--- src/rtl/fpu_addsub_pipe.sv ---
// fpu_addsub_pipe
//   Multi-cycle floating-point adder/subtractor. It handles one operation at
//   a time and supports configurable exponent and mantissa widths. It rounds
//   to nearest-even using guard, round and sticky bits, and it overflows to
//   infinity. Subnormal inputs are flushed to zero.
//
// Ports
//   clk        clock, all state on rising edge
//   rst        asynchronous active-high reset
//   in_valid   operands/op valid
//   in_ready   block idle and able to accept
//   op         0 = a+b, 1 = a-b
//   a, b       operands {sign, exp, man}
//   out_valid  result valid, held until out_ready
//   out_ready  consumer accepts result
//   result     {sign, exp, man}
//
// state | meaning
// ------+------------------------------------------------------------------
// IDLE  | waiting for in_valid; swap, classify and fast path at accept
// ALIGN | shift smaller mantissa right one bit per cycle (or clamp to sticky)
// ADD   | add or subtract the aligned mantissas
// NORM  | carry right shift, or left shift one bit per cycle
// ROUND | round to nearest even, detect overflow
// DONE  | result presented until out_ready
module fpu_addsub_pipe #(
  parameter int EXP_W = 5,
  parameter int MAN_W = 10
) (
  input  logic                 clk,
  input  logic                 rst,
  input  logic                 in_valid,
  output logic                 in_ready,
  input  logic                 op,
  input  logic [EXP_W+MAN_W:0] a,
  input  logic [EXP_W+MAN_W:0] b,
  output logic                 out_valid,
  input  logic                 out_ready,
  output logic [EXP_W+MAN_W:0] result
);

  localparam int W  = 1 + EXP_W + MAN_W;
  // working mantissa {hidden, man, G, R, S}
  localparam int MW = MAN_W + 4;
  // sum adds a carry bit on top of the working mantissa
  localparam int SW = MAN_W + 5;

  localparam logic [EXP_W-1:0] EXP_ONES   = '1;
  localparam logic [EXP_W:0]   EXP_ONES_X = {1'b0, EXP_ONES};
  localparam logic [EXP_W:0]   EXP_ONE    = {{EXP_W{1'b0}}, 1'b1};
  localparam logic [EXP_W-1:0] DIFF_ONE   = {{(EXP_W-1){1'b0}}, 1'b1};
  localparam logic [MW-1:0]    MB_STICKY  = {{(MW-1){1'b0}}, 1'b1};
  localparam logic [MAN_W-1:0] NAN_MAN    = {1'b1, {(MAN_W-1){1'b0}}};

  typedef enum logic [2:0] {
    IDLE  = 3'd0,
    ALIGN = 3'd1,
    ADD   = 3'd2,
    NORM  = 3'd3,
    ROUND = 3'd4,
    DONE  = 3'd5
  } state_t;

  state_t           state, state_nxt;
  logic             sign_a, sign_a_nxt;
  logic             sign_b, sign_b_nxt;
  logic [EXP_W:0]   exp_r, exp_nxt;
  logic [EXP_W-1:0] diff, diff_nxt;
  logic [MW-1:0]    ma, ma_nxt;
  logic [MW-1:0]    mb, mb_nxt;
  logic [SW-1:0]    sum, sum_nxt;
  logic [W-1:0]     result_nxt;

  // operand decode at accept
  logic             sa, sb;
  logic [EXP_W-1:0] ea, eb;
  logic [MAN_W-1:0] fa, fb;
  logic             zero_a, zero_b, inf_a, inf_b, swap;
  logic             big_s, sml_s;
  logic [EXP_W-1:0] big_e, sml_e;
  logic [MAN_W-1:0] big_m, sml_m;
  logic             zero_sml, fast_hit;
  logic [W-1:0]     fast_res;

  assign sa     = a[W-1];
  assign sb     = b[W-1] ^ op;
  assign ea     = a[W-2:MAN_W];
  assign eb     = b[W-2:MAN_W];
  assign zero_a = (ea == '0);
  assign zero_b = (eb == '0);
  assign inf_a  = (ea == EXP_ONES);
  assign inf_b  = (eb == EXP_ONES);
  // flushed mantissas so subnormals compare and pass through as zero
  assign fa     = zero_a ? '0 : a[MAN_W-1:0];
  assign fb     = zero_b ? '0 : b[MAN_W-1:0];
  assign swap   = ({eb, fb} > {ea, fa});

  assign big_s    = swap ? sb : sa;
  assign big_e    = swap ? eb : ea;
  assign big_m    = swap ? fb : fa;
  assign sml_s    = swap ? sa : sb;
  assign sml_e    = swap ? ea : eb;
  assign sml_m    = swap ? fa : fb;
  // after the swap a zero larger operand implies a zero smaller one, so the
  // "smaller is zero" test alone covers every zero case
  assign zero_sml = swap ? zero_a : zero_b;
  assign fast_hit = inf_a | inf_b | zero_sml;

  always_comb begin
    fast_res = {big_s, big_e, big_m};
    if (inf_a && inf_b && (sa != sb)) begin
      fast_res = {1'b0, EXP_ONES, NAN_MAN};
    end else if (inf_a) begin
      fast_res = {sa, EXP_ONES, {MAN_W{1'b0}}};
    end else if (inf_b) begin
      fast_res = {sb, EXP_ONES, {MAN_W{1'b0}}};
    end
  end

  // datapath helpers
  logic [SW-1:0]    add_sum;
  logic             rnd_up;
  logic [MAN_W:0]   man_rnd;
  logic [EXP_W:0]   exp_rnd;

  assign add_sum = (sign_a == sign_b) ? ({1'b0, ma} + {1'b0, mb})
                                      : ({1'b0, ma} - {1'b0, mb});
  assign rnd_up  = sum[2] & (sum[1] | sum[0] | sum[3]);
  // stored mantissa field only; the hidden bit is 1 in ROUND, so a carry out
  // of this field means the significand became 10.000...
  assign man_rnd = {1'b0, sum[SW-3:3]} + {{MAN_W{1'b0}}, rnd_up};
  assign exp_rnd = exp_r + {{EXP_W{1'b0}}, man_rnd[MAN_W]};

  assign in_ready  = (state == IDLE);
  assign out_valid = (state == DONE);

  always_ff @(posedge clk or posedge rst) begin
    if (rst) begin
      state <= IDLE;
    end else begin
      state <= state_nxt;
    end
  end

  always_comb begin
    state_nxt  = state;
    sign_a_nxt = sign_a;
    sign_b_nxt = sign_b;
    exp_nxt    = exp_r;
    diff_nxt   = diff;
    ma_nxt     = ma;
    mb_nxt     = mb;
    sum_nxt    = sum;
    result_nxt = result;
    case (state)
      IDLE: begin
        if (in_valid) begin
          if (fast_hit) begin
            result_nxt = fast_res;
            state_nxt  = DONE;
          end else begin
            sign_a_nxt = big_s;
            sign_b_nxt = sml_s;
            exp_nxt    = {1'b0, big_e};
            diff_nxt   = big_e - sml_e;
            ma_nxt     = {1'b1, big_m, 3'b000};
            mb_nxt     = {1'b1, sml_m, 3'b000};
            state_nxt  = ALIGN;
          end
        end
      end
      ALIGN: begin
        if (diff == '0) begin
          state_nxt = ADD;
        end else if (32'(diff) >= MW) begin
          // everything shifts out: only the sticky bit survives
          mb_nxt   = MB_STICKY;
          diff_nxt = '0;
        end else begin
          mb_nxt   = {1'b0, mb[MW-1:2], mb[1] | mb[0]};
          diff_nxt = diff - DIFF_ONE;
        end
      end
      ADD: begin
        sum_nxt = add_sum;
        if (add_sum == '0) begin
          result_nxt = '0;
          state_nxt  = DONE;
        end else if (add_sum[SW-1] || !add_sum[SW-2]) begin
          state_nxt = NORM;
        end else begin
          state_nxt = ROUND;
        end
      end
      NORM: begin
        if (sum[SW-1]) begin
          sum_nxt   = {1'b0, sum[SW-1:2], sum[1] | sum[0]};
          exp_nxt   = exp_r + EXP_ONE;
          state_nxt = ROUND;
        end else if (!sum[SW-2]) begin
          if (exp_r == EXP_ONE) begin
            result_nxt = {sign_a, {(W-1){1'b0}}};
            state_nxt  = DONE;
          end else begin
            sum_nxt = {sum[SW-2:0], 1'b0};
            exp_nxt = exp_r - EXP_ONE;
            // the bit below the hidden position becomes the hidden bit
            if (sum[SW-3]) begin
              state_nxt = ROUND;
            end
          end
        end else begin
          state_nxt = ROUND;
        end
      end
      ROUND: begin
        if (exp_rnd >= EXP_ONES_X) begin
          result_nxt = {sign_a, EXP_ONES, {MAN_W{1'b0}}};
        end else begin
          result_nxt = {sign_a, exp_rnd[EXP_W-1:0], man_rnd[MAN_W-1:0]};
        end
        state_nxt = DONE;
      end
      DONE: begin
        if (out_ready) begin
          state_nxt = IDLE;
        end
      end
      default: begin
        state_nxt = IDLE;
      end
    endcase
  end

  always_ff @(posedge clk or posedge rst) begin
    if (rst) begin
      sign_a <= 1'b0;
      sign_b <= 1'b0;
      exp_r  <= '0;
      diff   <= '0;
      ma     <= '0;
      mb     <= '0;
      sum    <= '0;
      result <= '0;
    end else begin
      sign_a <= sign_a_nxt;
      sign_b <= sign_b_nxt;
      exp_r  <= exp_nxt;
      diff   <= diff_nxt;
      ma     <= ma_nxt;
      mb     <= mb_nxt;
      sum    <= sum_nxt;
      result <= result_nxt;
    end
  end

endmodule

--- config.mk ---
export PLATFORM = sky130hd
export DESIGN_NAME = fpu_addsub_pipe
export DESIGN_NICKNAME = d
export VERILOG_FILES = /design/src/rtl/fpu_addsub_pipe.sv
export SDC_FILE = /design/constraint.sdc
export NUM_CORES = 1
export LEC_CHECK = 0
export ABC_CLOCK_PERIOD_IN_PS = 3500
export CAP_MARGIN = 10
export CORE_MARGIN = 3
export CORE_UTILIZATION = 60
export CTS_CLUSTER_DIAMETER = 100
export DETAILED_ROUTE_END_ITERATION = 12
export PLACE_DENSITY = 0.82
export REMOVE_ABC_BUFFERS = 1
export SKIP_CTS_REPAIR_TIMING = 1
export SYNTH_ARGS = -nofsm -noshare
export SYNTH_HDL_FRONTEND = slang
export SYNTH_SLANG_ARGS = --single-unit
export TNS_END_PERCENT = 30
--- constraint.sdc ---
create_clock -name clk -period 3.5 [get_ports clk]
set_input_delay 0.35 -clock clk [delete_from_list [all_inputs] [get_ports clk]]
set_output_delay 0.35 -clock clk [all_outputs]
set_load 0.01 [all_outputs]
==> out/summary.txt <==
status: completed
via count: 6717
critical path launch point type: primary input
CP max FO: 5
Rows: 36
final setup violation count: 0
router iterations before antenna repair: 6
syn avg cell area: 7.890 um^2
min Tclk post-route: 3.419 ns
Comb pwr share: 0.683
Reg-to-Reg Start: ma[5]
f_max: 292.5 MHz
Area growth, synth to finish: 26.07%
Wirelength per Cell: 18.90 um
ant diodes: 0
largest net degree at the start of global routing: 31
vias in the first global route: 6403
share of cells above drive strength 1: 0.1795
design area: 7958 um^2
P_int: 3959 uW
initial antenna violation count: 0
Final GP Congestion: 0.9966
Netlist cell types: 72
total count of max-transition violations in the final report: 0
Clock Tree Buf Depth: 2
Die Y: 108.6 um
worst-case vdd ir drop: 0.5639 mV
DRT antenna net count: 0
H-tree levels: 3
Pwr Density: 993.4 nW/um^2
Synth async-reset ratio: 1.000
Final Skew: 0.01278 ns
Crit path arrival time: 3.67 ns
Clock Power Share: 0.099
first-pass GRT wire length: 31360 um
Fillers: 677
Iter 0 DRT Violations: 843
Rel. slew slack: 0.4561
number of synthesis warnings: 0
placed inst area: 7533 um^2
sequential power share: 0.219
clk slew on worst S/H paths: 0.09 ns
DR vias/cell: 6.385
Static Leak: 0.003609 uW
R2R Setup Slk: 0.12 ns
CTS tree: done
maxcap violations: 0
Skew-Pair Late Insertion Delay: 0.37 ns
RR Endpoint: result[13]
Worst setup EP type: register
post-synthesis register bit count: 72
IO Pins: 55
Num CTS Buffers: 9
worst min path class: in -> async
Finished Layout Cells: 1052
Die X-Extent: 108.6 um
Root Driver: clkbuf_8
Final nets: 1001
starting density of the core: 0.6313
Post-Syn Instances: 800
CP required: 3.75 ns
IO Port Bufs: 54
final cycle utilization of the critical path: 0.9767
GRT Total Usage: 0.3382
Seq/Total Area, Yosys: 0.2854
number of cells after detailed placement: 1032
Primary FF master, synth: dfrtp_1
GR Overflow Total: 0
die area: 11790 um^2
Routed WL: 19880 um
HPWL after detailed placement: 14820 um
Least-Margin Pin Slew: 0.8159 ns
Post-synth EDFFs: 0
worst r2r path cells: 11
Fin. Hold Viols: 0
sw frac: 0.4992
DRC viols: 0
CTS Sinks: 72
Synth Cell Area: 6312 um^2
critical path class: in -> reg
Core Area: 10000 um^2
Psw: 3946 uW
-- cell families (layout without fill, tap and decap cells) --
kind of cell / after synthesis / in the layout / synth area share
buf+inv: 91 / 209 / 0.06006
simple gates: 280 / 281 / 0.2135
fa+ha+maj: 50 / 50 / 0.1003
xor+xnor: 33 / 33 / 0.04698
mux: 21 / 21 / 0.04024
flops: 72 / 72 / 0.2854
compound gates: 253 / 253 / 0.2535
-- cells in the mapped netlist, types with 8 or more instances --
cell	number	area [um^2]
nand2_1	91	341.6
a21oi_1	76	380.4
dfrtp_1	72	1802
nor2_1	72	270.3
o21ai_0	71	355.3
ha_1	49	613.1
inv_1	45	168.9
clkbuf_1	29	108.9
nand3_1	26	130.1
nor3_1	22	110.1
xnor2_1	18	157.7
and2_1	14	87.58
xor2_1	14	122.6
a22oi_1	13	97.59
o22ai_1	13	81.33
buf_2	9	45.04
a21o_1	8	60.06
a31oi_1	8	50.05
and3_1	8	50.05
-- layer usage --
metal / track usage / share of wire / vias up
met5: 0 / 0 / -
met4: 0.1569 / 0.047 / 0
met3: 0.05134 / 0.086 / 68
met2: 0.5503 / 0.46 / 382
met1: 0.4428 / 0.40 / 3156
li1: - / - / 3111
-- sequential cells by signal, indices dropped and copies added, names as in the netlist, 3 cells and up --
name	cells
diff	5
result	16
state	3
ma	11
exp_r	6
sum	15
mb	14
-- area by class of cell --
type / count / area [um^2] / share of cell area
multi-input combinational: 638 / 4302 / 0.5406
sequential: 72 / 1803 / 0.2266
timing repair buffer: 148 / 1291 / 0.1623
inverter: 45 / 168.9 / 0.02123
tap: 133 / 166.4 / 0.02091
clock buffer: 9 / 123.9 / 0.01557
clock inverter: 7 / 102.6 / 0.01289
-- critical path, cell delays in order --
cell             delay [ns]
clkdlybuf4s50_1        0.47
nor2_4                 0.19
nand2_4                0.10
buf_4                  0.15
and2_1                 0.17
ha_1                   0.30
nand4_1                0.17
buf_4                  0.19
nor4_4                 0.23
buf_4                  0.17
a21oi_4                0.04
nor2_1                 0.12
a22oi_2                0.11
ha_1                   0.19
a211o_1                0.27
nor2_1                 0.11
o21ai_0                0.08
a32o_1                 0.27
-- placed cells by master, fill, tap and decap left out, drive strengths merged, types with 5 or more instances in the layout --
master / synthesis / final
a211oi: 8 / 8
a21o: 8 / 8
a21oi: 76 / 76
a22oi: 13 / 13
a31oi: 10 / 10
a32o: 7 / 7
and2: 14 / 14
and3: 8 / 8
buf: 17 / 94
clkbuf: 29 / 9
clkdlybuf4s50: 0 / 51
dfrtp: 72 / 72
ha: 49 / 49
inv: 45 / 47
mux2: 14 / 14
mux2i: 7 / 7
nand2: 91 / 92
nand2b: 7 / 7
nand3: 26 / 26
nand4: 5 / 5
nor2: 72 / 72
nor2b: 7 / 7
nor3: 22 / 22
nor4: 6 / 6
nor4b: 5 / 5
o21ai: 73 / 73
o22ai: 13 / 13
or3: 5 / 5
xnor2: 18 / 18
xor2: 15 / 15
-- power groups by stage --
| stage | clock network (uW) | registers [uW] | logic (uW) |
|---|---|---|---|
| after global routing | 821 | 1780 | 5830 |
| after CTS | 779 | 1710 | 5170 |
| after floorplan | 0 | 1630 | 3310 |
| after detailed placement | 0 | 1720 | 5130 |
| after global placement | 0 | 1680 | 4980 |
| final | 781 | 1730 | 5400 |
-- through the flow --
step | setup slack [ns] | hold slack (ns) | setup TNS (ns) | total power (uW) | util
after floorplan | -0.8234 | 0.4702 | -18.89 | 4940 | -
after global placement | -0.3570 | 0.4912 | -12.96 | 6661 | 0.7534
after CTS | -0.2516 | 0.4150 | -6.034 | 7659 | 0.7760
after detailed placement | -0.5890 | 0.4928 | -23.58 | 6847 | 0.7534
after global routing | -0.05937 | 0.4428 | -0.1668 | 8429 | 0.7958
final | 0.08145 | 0.3866 | 0 | 7905 | 0.7958
-- how the worst max path moves through the flow --
stage | from | end | depth (start not counted)
finish | b[14] | diff[2] | 18
global route | b[14] | diff[2] | 18
CTS | b[11] | diff[3] | 14
detailed placement | b[11] | diff[3] | 14
global placement | b[11] | diff[3] | 14
floorplan | b[11] | diff[2] | 13
(Power assumes the default switching activity.)
